## src/rtl/aes_128_round_ctrl.sv

```systemverilog
// Round sequencer for the iterative AES-128 encrypt core: IDLE -> INIT -> NR rounds -> HOLD.
// Optional AES_ROUND_CTRL_ABORT_EN adds an abort input that returns the controller to IDLE.
module aes_128_round_ctrl #(
  parameter int NR         = 10,
  parameter int RND_PHASES = 3
) (
  input  logic       clk,
  input  logic       rst_n,
  input  logic       in_valid,
  output logic       in_ready,
  output logic       out_valid,
  input  logic       out_ready,
`ifdef AES_ROUND_CTRL_ABORT_EN
  input  logic       abort,
`endif
  output logic       sel_init,
  output logic       state_we,
  output logic       sbox_kill,
  output logic       key_step,
  output logic       last_round,
  output logic [3:0] round_cnt,
  output logic [1:0] phase,
  output logic       busy
);

  typedef enum logic [1:0] {S_IDLE, S_INIT, S_ROUND, S_HOLD} state_t;

  localparam logic [3:0] NR_C    = 4'(NR);
  localparam logic [1:0] PH_LAST = 2'(RND_PHASES - 1);

  state_t     state_q, state_d;
  logic [3:0] rnd_q, rnd_d;
  logic [1:0] ph_q, ph_d;
  logic       abort_hit;

`ifdef AES_ROUND_CTRL_ABORT_EN
  assign abort_hit = abort && (state_q != S_IDLE);
`else
  assign abort_hit = 1'b0;
`endif

  always_ff @(posedge clk or negedge rst_n) begin
    if (!rst_n) begin
      state_q <= S_IDLE;
      rnd_q   <= '0;
      ph_q    <= '0;
    end else begin
      state_q <= state_d;
      rnd_q   <= rnd_d;
      ph_q    <= ph_d;
    end
  end

  always_comb begin
    state_d = state_q;
    rnd_d   = rnd_q;
    ph_d    = ph_q;
    case (state_q)
      S_IDLE: if (in_valid) begin
        state_d = S_INIT;
        rnd_d   = '0;
        ph_d    = '0;
      end
      S_INIT: begin
        state_d = S_ROUND;
        rnd_d   = 4'd1;
        ph_d    = '0;
      end
      S_ROUND: begin
        if (ph_q == PH_LAST) begin
          ph_d = '0;
          // round_cnt stays at NR through HOLD so the datapath still sees the last round key
          if (rnd_q == NR_C) state_d = S_HOLD;
          else               rnd_d   = rnd_q + 4'd1;
        end else begin
          ph_d = ph_q + 2'd1;
        end
      end
      S_HOLD: if (out_ready) begin
        state_d = S_IDLE;
        rnd_d   = '0;
        ph_d    = '0;
      end
      default: state_d = S_IDLE;
    endcase
    if (abort_hit) begin
      state_d = S_IDLE;
      rnd_d   = '0;
      ph_d    = '0;
    end
  end

  always_comb begin
    in_ready   = 1'b0;
    out_valid  = 1'b0;
    sel_init   = 1'b0;
    state_we   = 1'b0;
    sbox_kill  = 1'b0;
    key_step   = 1'b0;
    last_round = 1'b0;
    busy       = 1'b0;
    case (state_q)
      S_IDLE: begin
        in_ready  = 1'b1;
        sbox_kill = 1'b1;
      end
      S_INIT: begin
        sel_init = 1'b1;
        state_we = 1'b1;
        busy     = 1'b1;
      end
      S_ROUND: begin
        key_step   = (ph_q == 2'd0);
        state_we   = (ph_q == PH_LAST);
        last_round = (rnd_q == NR_C);
        busy       = 1'b1;
      end
      S_HOLD: begin
        out_valid = 1'b1;
        sbox_kill = 1'b1;
      end
      default: ;
    endcase
    // an aborted cycle must not corrupt the state register or key schedule
    if (abort_hit) begin
      state_we = 1'b0;
      key_step = 1'b0;
    end
  end

  assign round_cnt = rnd_q;
  assign phase     = ph_q;

endmodule

```

## config.mk

```make
export PLATFORM = sky130hd
export DESIGN_NAME = aes_128_round_ctrl
export DESIGN_NICKNAME = d
export VERILOG_FILES = /design/src/rtl/aes_128_round_ctrl.sv
export SDC_FILE = /design/constraint.sdc
export NUM_CORES = 1
export LEC_CHECK = 0
export ABC_AREA = 1
export BUFFER_PORTS_ARGS = -buffer_cell sky130_fd_sc_hd__clkbuf_2
export CAP_MARGIN = 20
export CORE_MARGIN = 1
export CORE_UTILIZATION = 36
export CTS_BUF_LIST = sky130_fd_sc_hd__clkbuf_4
export CTS_CLUSTER_SIZE = 40
export DETAILED_ROUTE_END_ITERATION = 8
export GPL_TIMING_DRIVEN = 0
export HOLD_SLACK_MARGIN = 0.1
export PLACE_DENSITY = 0.66
export SYNTH_ARGS = -nofsm -noshare
export SYNTH_HDL_FRONTEND = slang
export SYNTH_SLANG_ARGS = --single-unit
```

## constraint.sdc

```tcl
create_clock -name clk -period 2 [get_ports clk]
set_clock_uncertainty 0.2 [all_clocks]
set_input_delay 0.3 -clock clk [delete_from_list [all_inputs] [get_ports clk]]
set_output_delay 0.3 -clock clk [all_outputs]
set_load 0.02 [all_outputs]
```

==> impl_results.md <==
- Status: finished clean
- Synth unique cells: 20
- Worst-Margin Slew: 0.2175 ns
- WL/cell: 11.73 um
- Min Hold Slack: 0.2028 ns
- FP Rows: 14
- Layout cells sized above 1: 39.78%
- Vias/cell: 4.927
- Max-slew violations: 0
- DR iter-0 viols: 10
- Critical path type: flop to output port
- Max frequency: 512.8 MHz
- Syn avg cell area: 8.414 um^2
- Post-route DRC: 0
- Initial antenna violation count: 0
- Class of the worst hold path: input port to async pin
- Most numerous cell in the Yosys netlist: nand2_1
- First-pass GRT wire length: 2180 um
- All-Layer GR Usage: 16.95%
- Remaining Overflow, GRT: 0
- CTS tree: done
- IO buf count: 17
- Largest net degree at the start of global routing: 9
- Vias in the first global route: 526
- Async SR Flop Fraction: 100.0%
- Antenna cells: 0
- Type of origin of the critical path: flop
- Gpl congestion: 0.7926
- Largest stage delay, worst path: 0.39 ns
- Endpoints failing setup: 0
- Placed cell areas: 690.7 um^2
- Placed Instances: 102
- Core region area: 0.001506 mm^2
- Netlist Area Pre-Place: 580.6 um^2
- Via count: 537
- Share of Yosys cell area claimed by the top area cell type: 34.48%
- Post-route ant nets: 0
- Clock sink total: 8
- Nets: 106
- Final Cycle Share: 97.51%
- Synth cell count leaders: 12 x nand2_1, 11 x inv_1, 8 x dfrtp_1
- Top post-synthesis cells by area: dfrtp_1 34%, ha_1 15%, nand2_1 7.8%
- CP required: 1.50 ns
- DP HPWL: 948.5 um
- Sequential area share after synthesis: 34.48%
- #FFs+latches synth: 8
- Worst EP arrival: 1.45 ns
- Clock Pin Slew Worst Setup and Hold Paths: 0.07 ns
- Worst-path fanout max: 4
- I/O pins: 18
- CTS root buffer: clkbuf_4
- Effective utilization at floorplan: 38.54%
- Unrepaired setup endpoints after global routing: no
- Clk buf depth: 2
- Synth warn: 0
- Critical Path, Cell by Cell: inv_2 -> ha_2 -> nand2_1 -> o31ai_2 -> buf_4
- Fillers: 154
- Synth Instances: 69
- Area occupied by multi-input gates: 351.6 um^2
- Die area: 0.001777 mm^2
- Final hold violations: 0
- Slew headroom: 85.50%
- CTS buffer count: 3
- CTS H-Tree Depth: 1
- Leakage power: 0.4436 nW
- Synth Net Count: 80
- Setup TNS: 0 ns
- Register area: 200.2 um^2
- Max VDD drop: 0.0009256 V
- Final Cell Area: 763.2 um^2
- Max-cap violations: 0
- Crit path buf inv count: 2
- Worst setup EP type: output port
- Tot Pwr: 1.322 mW
- Final wirelength: 1279 um
- Top_reg_cell synth: dfrtp_1
- Layout Cells excl Fill: 109
- Clock period minus worst slack: 1.950 ns
- Critical path's slowest cell: dfrtp_1
- Crit-path leading delay family: flip-flops
- Post-synth EDFFs: 0
- PwrDens: 1732 mW/mm^2
- Area Overhead vs Synth: 31.47%
- Width of the die: 42.16 um
- Initial DRT Pass Iterations: 4
- Clock Latency Late Sink: 0.27 ns
- Biggest area consumer among synthesized cells: dfrtp_1
- Die Y-Extent: 42.16 um
-- metrics by stage --
stage               setup WS (ns)  util [%]
floorplan                 0.08530         -
global placement           0.1091     45.85
detailed placement        0.06240     45.85
CTS                       0.01814     50.66
global route            0.0003533     50.66
finish                    0.04980     50.66
-- worst reg2reg max path, stage by stage (launching register included) --
cell	delay (ns)
dfrtp_1	0.39
buf_4	0.15
ha_1	0.21
nand2_2	0.09
nand2_4	0.07
nor2_4	0.19
nand2_4	0.10
nand2_1	0.06
o21ai_1	0.06
-- sequential cells by signal, summed over array words and instances, names as in the netlist --
signal and count:
round_cnt 4, state_q 2, phase 2
-- routing by layer --
layer / GRT usage, % / wire length [um] / up-vias
li1: - / - / 273
met1: 17.96 / 568 / 246
met2: 29.69 / 625 / 13
met3: 2.586 / 43 / 5
met4: 13.13 / 41 / 0
met5: 0 / 0 / -
-- path summary, 6_finish.rpt --
path,cells after the start,startpoint,endpoint,slack [ns]
max,5,state_q[0],state_we,0.05
min,2,rst_n,phase[1],0.20
max reg2reg,8,state_q[0],round_cnt[1],0.36
min reg2reg,2,round_cnt[3],round_cnt[3],0.36
max in group asynchronous,2,rst_n,round_cnt[1],1.21
min in group clk,5,out_ready,phase[1],0.21
-- power by group --
| part | switching [mW] | internal [mW] | total, mW |
|---|---|---|---|
| sequential | 0.0516 | 0.213 | 0.265 |
| combinational | 0.571 | 0.346 | 0.917 |
| clock | 0.0706 | 0.0696 | 0.140 |
| total | 0.693 | 0.629 | 1.32 |
-- cells by family after synthesis --
logic type	Yosys count	share of synthesized area, %
DFF	8	34.48
adders and majority gates	7	15.09
xor gates and xnor gates	1	1.509
and+or+nand+nor	29	28.45
AOI/OAI and AO/OA	11	12.07
buffers and inverters	13	8.406
-- layout make-up --
type                    instances  area share (%)
flip-flops and latches          8           26.23
repair buffers                 21           15.74
clock buffers                   3           2.951
multi-input cells              48           46.07
inverters                      13           6.393
well taps                      16           2.623
-- what timing repair did --
| action | CTS | global route |
|---|---|---|
| endpoints found under the hold margin | 8 | 0 |
| resized for setup | 5 | 1 |
| setup endpoints to repair | 2 | 1 |
| hold buffers | 1 | 0 |
| pin swaps | 1 | 0 |
| setup buffers | 3 | 0 |
-- placed cells by master, fill, tap and decap left out --
master and count:
o31ai_2 1, nand2_1 12, dlygate4sd3_1 1, ha_2 1, a21oi_4 1, nor2_1 3
nand3_1 5, a21oi_1 1, xor2_1 1, nand4_2 1, buf_4 4, o21ai_1 5
inv_2 3, clkbuf_4 3, clkbuf_2 16, dfrtp_1 8, nand4_1 1, nand3b_1 1
o21ai_0 2, ha_1 5, nand2_2 2, nor2_4 1, inv_1 10, nand2_4 3
ha_4 1, a31oi_1 1
(Power assumes the default switching activity.)
